==> config.mk <==
export PLATFORM = sky130hd
export DESIGN_NAME = sound_tone_gen
export DESIGN_NICKNAME = d
export VERILOG_FILES = /design/src/rtl/sound_tone_gen.sv
export SDC_FILE = /design/constraint.sdc
export NUM_CORES = 1
export LEC_CHECK = 0
export CAP_MARGIN = 5
export CELL_PAD_IN_SITES_DETAIL_PLACEMENT = 1
export CELL_PAD_IN_SITES_GLOBAL_PLACEMENT = 1
export CORE_MARGIN = 2
export CORE_UTILIZATION = 36
export DETAILED_ROUTE_END_ITERATION = 7
export HOLD_SLACK_MARGIN = 0.05
export MAX_ROUTING_LAYER = met4
export PLACE_DENSITY_LB_ADDON = 0.1
export SYNTH_ARGS = -nofsm -noshare
export SYNTH_HDL_FRONTEND = slang
export SYNTH_SLANG_ARGS = --single-unit
==> constraint.sdc <==
create_clock -name clk -period 8.9 [get_ports clk]
set_input_delay 0.89 -clock clk [delete_from_list [all_inputs] [get_ports clk]]
set_output_delay 0.89 -clock clk [all_outputs]
set_load 0.01 [all_outputs]
==> src/rtl/sound_tone_gen.sv <==
// Square-wave tone generator driven by game events and the sound mode FSM.
// Bad > good > move priority; a bad collision plays a two-segment descending tone.
//
// state | meaning
// IDLE  | silent, waiting for an event while mode is ON
// SEG1  | first (or only) tone segment playing
// SEG2  | second, lower-pitched segment of the bad tone
module sound_tone_gen #(
   parameter int MOVE_DIV = 2,
   parameter int GOOD_DIV = 4,
   parameter int BAD_DIV  = 6,
   parameter int DUR      = 24
) (
   input  logic       clk,
   input  logic       nRst,
   input  logic       mode_i,
   input  logic       goodColl,
   input  logic       badColl,
   input  logic [3:0] direction,
   output logic       speaker,
   output logic       busy,
   output logic [1:0] tone_id
);

   localparam logic [15:0] MOVE_HP  = 16'(MOVE_DIV);
   localparam logic [15:0] GOOD_HP  = 16'(GOOD_DIV);
   localparam logic [15:0] BAD_HP   = 16'(BAD_DIV);
   localparam logic [15:0] BAD2_HP  = 16'(2 * BAD_DIV);
   localparam logic [15:0] DUR_LAST = 16'(DUR - 1);

   localparam logic [1:0] TONE_NONE = 2'b00;
   localparam logic [1:0] TONE_MOVE = 2'b01;
   localparam logic [1:0] TONE_GOOD = 2'b10;
   localparam logic [1:0] TONE_BAD  = 2'b11;

   typedef enum logic [1:0] {
      IDLE = 2'b00,
      SEG1 = 2'b01,
      SEG2 = 2'b10
   } state_t;

   state_t      state_q, state_d;
   logic [1:0]  tone_q, tone_d;
   logic        spk_q, spk_d;
   logic        busy_q, busy_d;
   logic [15:0] hp_cnt_q, hp_cnt_d;
   logic [15:0] dur_cnt_q, dur_cnt_d;
   logic [15:0] hp_val_q, hp_val_d;
   logic [3:0]  prev_dir_q;

   logic        move_ev;
   logic [1:0]  ev_code;
   logic        start;
   logic [15:0] start_hp;

   assign move_ev = (direction != prev_dir_q) && (direction != 4'b0000);

   always_comb begin
      ev_code = TONE_NONE;
      if (badColl)       ev_code = TONE_BAD;
      else if (goodColl) ev_code = TONE_GOOD;
      else if (move_ev)  ev_code = TONE_MOVE;
   end

   // In IDLE tone_q is 00, so a strict priority compare also covers "any event while idle".
   assign start = mode_i && (ev_code != TONE_NONE) && (ev_code > tone_q);

   always_comb begin
      start_hp = MOVE_HP;
      case (ev_code)
         TONE_GOOD: start_hp = GOOD_HP;
         TONE_BAD:  start_hp = BAD_HP;
         default:   start_hp = MOVE_HP;
      endcase
   end

   always_comb begin
      state_d   = state_q;
      tone_d    = tone_q;
      spk_d     = spk_q;
      hp_cnt_d  = hp_cnt_q;
      dur_cnt_d = dur_cnt_q;
      hp_val_d  = hp_val_q;

      if (!mode_i) begin
         state_d   = IDLE;
         tone_d    = TONE_NONE;
         spk_d     = 1'b0;
         hp_cnt_d  = '0;
         dur_cnt_d = '0;
      end else if (start) begin
         state_d   = SEG1;
         tone_d    = ev_code;
         spk_d     = 1'b1;
         hp_cnt_d  = '0;
         dur_cnt_d = '0;
         hp_val_d  = start_hp;
      end else if (state_q != IDLE) begin
         if (hp_cnt_q == hp_val_q - 16'd1) begin
            spk_d    = ~spk_q;
            hp_cnt_d = '0;
         end else begin
            hp_cnt_d = hp_cnt_q + 16'd1;
         end

         if (dur_cnt_q == DUR_LAST) begin
            if (state_q == SEG1 && tone_q == TONE_BAD) begin
               state_d   = SEG2;
               hp_val_d  = BAD2_HP;
               spk_d     = 1'b1;
               hp_cnt_d  = '0;
               dur_cnt_d = '0;
            end else begin
               state_d   = IDLE;
               tone_d    = TONE_NONE;
               spk_d     = 1'b0;
               hp_cnt_d  = '0;
               dur_cnt_d = '0;
            end
         end else begin
            dur_cnt_d = dur_cnt_q + 16'd1;
         end
      end

      busy_d = (state_d != IDLE);
   end

   always_ff @(posedge clk or negedge nRst) begin
      if (!nRst) begin
         state_q    <= IDLE;
         tone_q     <= TONE_NONE;
         spk_q      <= 1'b0;
         busy_q     <= 1'b0;
         hp_cnt_q   <= '0;
         dur_cnt_q  <= '0;
         hp_val_q   <= '0;
         prev_dir_q <= 4'b0000;
      end else begin
         state_q    <= state_d;
         tone_q     <= tone_d;
         spk_q      <= spk_d;
         busy_q     <= busy_d;
         hp_cnt_q   <= hp_cnt_d;
         dur_cnt_q  <= dur_cnt_d;
         hp_val_q   <= hp_val_d;
         prev_dir_q <= direction;
      end
   end

   assign speaker = spk_q;
   assign busy    = busy_q;
   assign tone_id = tone_q;

endmodule

==> results_dict.tcl <==
set metrics [dict create \
    status "completed" \
    numCtsBuffers 5 \
    overflow 0 \
    wirelength_um 6040 \
    dr.pass1.iters 4 \
    crit_path_start "direction[0]" \
    diodes 0 \
    leakagePower_nw 1.17 \
    async_flop_share 1.00 \
    port_buffers 12 \
    drive_above_1_share 0.0759 \
    worstHoldStart "tone_id[1]$_DFFE_PN0P_" \
    antenna_found_initial 0 \
    hp-class "flip-flop to flip-flop" \
    setup_viol 0 \
    worstSetupPathType "input port to flip-flop" \
    cts.repair.resized 0 \
    crit_family "compound AO/OA/AOI/OAI gates" \
    fin_cells 386 \
    die_h_um 88.2 \
    yosys_warnings 0 \
    cts.sinks 45 \
    globalplace.congestion 0.816 \
    path_clk_slew_ns 0.09 \
    fp-row-count 30 \
    antenna_left 0 \
    routedWlPerCell_um 15.6 \
    maxSlewViolCount 0 \
    max_freq_mhz 237 \
    syn_to_final_growth_pct 12.4 \
    cts_htree_levels 2 \
    pin_count 13 \
    drc 0 \
    final_nets 304 \
    core_area_mm2 0.00683 \
    drt_iter0_drc 69 \
    ir_worst_vdd_v 0.000105 \
    grt_util_all_layers 0.184 \
    tns_ns 0 \
    switching_share 0.339 \
    worst_clock_skew_ns 0.0108 \
    relSlewSlack 0.319 \
    vias_per_cell 5.33 \
    cell_internal_pwr_uw 378 \
    root_buffer "clkbuf_8" \
    crit_fanout 29 \
    sequentialPowerShare 0.429 \
    path_buf_inv 2 \
    synth_area_mm2 0.00255 \
    postCtsHoldBufs 0 \
    first_global_vias 2145 \
    crit_arrival_ns 4.45 \
    synthesis.nets 295 \
    cts_max_path_buffers 2 \
    power_density_mw_per_mm2 199 \
    hold_viol 0 \
    worst_path_max_delay_cell "o41ai_1" \
    finalCritPeriodShare 0.474 \
    ys_ff_latch 45 \
    synth_edf_count 0 \
    crit_path_max_incr_delay_ns 0.65 \
    syn_inst 280 \
    yosysSeqAreaShare 0.441 \
    pwr-share-comb 0.285 \
    pre_cts_slack_ns 4.34 \
    endpoint_kind "flip-flop" \
    setup_slack_ns 4.68 \
    insertion_delay_ns 0.30 \
    clkPwrFrac 0.286 \
    hpwl_um 4160 \
    start_util 0.374 \
    cp-start-kind "input port" \
    critical_path_required_ns 9.13 \
    synthFlopType "dfrtp_1" \
    cts_setup_buffers 0 \
    cp_cell_sequence "clkdlybuf4s50_1, o41ai_1, or2_2, nor2b_1, ha_1, a21boi_1, o21ai_1, o311ai_4, buf_4, nor2_1, or4_1, a21oi_1" \
    synth_cell_types 51 \
    switchingPower_uw 194 \
    syn_avg_cell_area_um2 9.12 \
    period_needed_ns 4.22 \
    fp.dieW_um 88.2 \
    dr_total_vias 2059 \
    maxCapViolCount 0 \
    rsz0062_at_grt "false" \
    dp.cells 378 \
    cts_tree "built" \
    grt_pass1_wl_um 10900 \
    grt_max_degree 46 \
    worst_pin_slew_ns 1.02 \
    die-area_mm2 0.00778 \
    reg2reg_from "prev_dir_q[0]$_DFF_PN0_" \
]
-- power by group through the flow --
stage | combinational [mW] | sequential (mW) | clock (mW)
after CTS | 0.165 | 0.245 | 0.170
final | 0.163 | 0.245 | 0.164
after detailed placement | 0.164 | 0.249 | 0
after floorplan | 0.111 | 0.247 | 0
after global placement | 0.164 | 0.250 | 0
after global routing | 0.186 | 0.249 | 0.179
-- kinds of logic after synthesis --
kind of cell / count (synthesis) / synth area share
compound gates: 55 / 0.145
mux: 1 / 0.00392
xor+xnor: 22 / 0.0755
simple gates: 129 / 0.266
buf+inv: 22 / 0.0392
fa+ha+maj: 6 / 0.0294
flops: 45 / 0.441
-- layer usage --
| metal | GRT usage | vias up | routed length (um) |
|---|---|---|---|
| li1 | - | 1021 | - |
| met1 | 0.268 | 1008 | 3210 |
| met2 | 0.264 | 23 | 2610 |
| met3 | 0.0317 | 7 | 149 |
| met4 | 0.0482 | 0 | 61 |
| met5 | - | - | 0 |
-- worst reg2reg max path: cells and delay by family, from the launching register on --
family                   cells  cell delay, ns
AND/OR/NAND/NOR              5            1.48
AO/OA/AOI/OAI                4            0.75
flip-flops                   1            0.38
buffers and inverters        1            0.35
adder cells (fa/ha/maj)      1            0.23
XOR/XNOR                     1            0.18
-- sequential cells by signal, summed over array words and instances, names as in the netlist --
signal and cells:
speaker 1, tone_id 2, busy 1, hp_cnt_q 16, hp_val_q 3, dur_cnt_q 16, prev_dir_q 4, state_q 2
-- Yosys cell counts, types with 3 or more instances --
library cell | number | area share
dfrtp_1 | 45 | 0.44
nand2b_1 | 3 | 0.0074
nand4_1 | 5 | 0.012
and4_1 | 3 | 0.010
inv_1 | 11 | 0.016
nor2_1 | 31 | 0.046
ha_1 | 6 | 0.029
nand2_1 | 21 | 0.031
o22ai_1 | 3 | 0.0074
nand3_1 | 19 | 0.037
a21oi_1 | 14 | 0.027
and3_1 | 8 | 0.020
or2_2 | 3 | 0.0074
nor2b_1 | 6 | 0.015
or3_1 | 4 | 0.0098
clkbuf_1 | 7 | 0.010
o2111ai_1 | 4 | 0.014
o21ai_0 | 13 | 0.025
xnor2_1 | 4 | 0.014
o21ai_1 | 3 | 0.0059
nor3_1 | 11 | 0.022
nor4_1 | 3 | 0.0074
o211ai_1 | 3 | 0.0088
xor2_1 | 18 | 0.062
-- metrics by stage --
step	hold WS [ns]	total power, mW	instance area [um^2]	util
CTS	0.524	0.580	2870	0.420
finish	0.521	0.571	2870	0.420
floorplan	0.489	0.358	2550	-
global route	0.560	0.614	2870	0.420
detailed placement	0.499	0.413	2760	0.403
global placement	0.517	0.414	2760	0.403
-- cell type report --
type / count / area, um^2
Timing Repair Buffer: 13 / 123
Sequential cell: 45 / 1130
Tap cell: 96 / 120
Fill cell: 827 / 3960
Multi-Input combinational cell: 213 / 1350
Inverter: 11 / 41.3
Clock buffer: 7 / 86.3
Clock inverter: 1 / 30.0
-- cells in the final DEF (no fill, tap or decap), types with 4 or more instances in the layout --
cell type        synthesis  final
nand3_1                 19     19
a21oi_1                 14     14
nor3_1                  11     11
and3_1                   8      8
inv_1                   11     11
xnor2_1                  4      4
nor2b_1                  6      6
o21ai_0                 13     13
clkdlybuf4s50_1          0     11
o2111ai_1                4      4
or3_1                    4      4
nand4_1                  5      5
dfrtp_1                 45     45
clkbuf_8                 0      6
nor2_1                  31     31
xor2_1                  18     18
ha_1                     6      6
nand2_1                 21     21
-- path summary, 6_finish.rpt --
| path | to | slack (ns) | depth (start not counted) |
|---|---|---|---|
| min in group asynchronous | hp_cnt_q[13]$_DFFE_PN0P_ | 0.76 | 1 |
| min | tone_id[1]$_DFFE_PN0P_ | 0.52 | 2 |
| max reg2reg | hp_cnt_q[9]$_DFFE_PN0P_ | 5.48 | 12 |
| min reg2reg | tone_id[1]$_DFFE_PN0P_ | 0.52 | 2 |
| max in group asynchronous | dur_cnt_q[2]$_DFFE_PN0P_ | 7.51 | 1 |
| max | hp_cnt_q[9]$_DFFE_PN0P_ | 4.68 | 12 |
No activity file was read; power rests on OpenSTA's default activity.
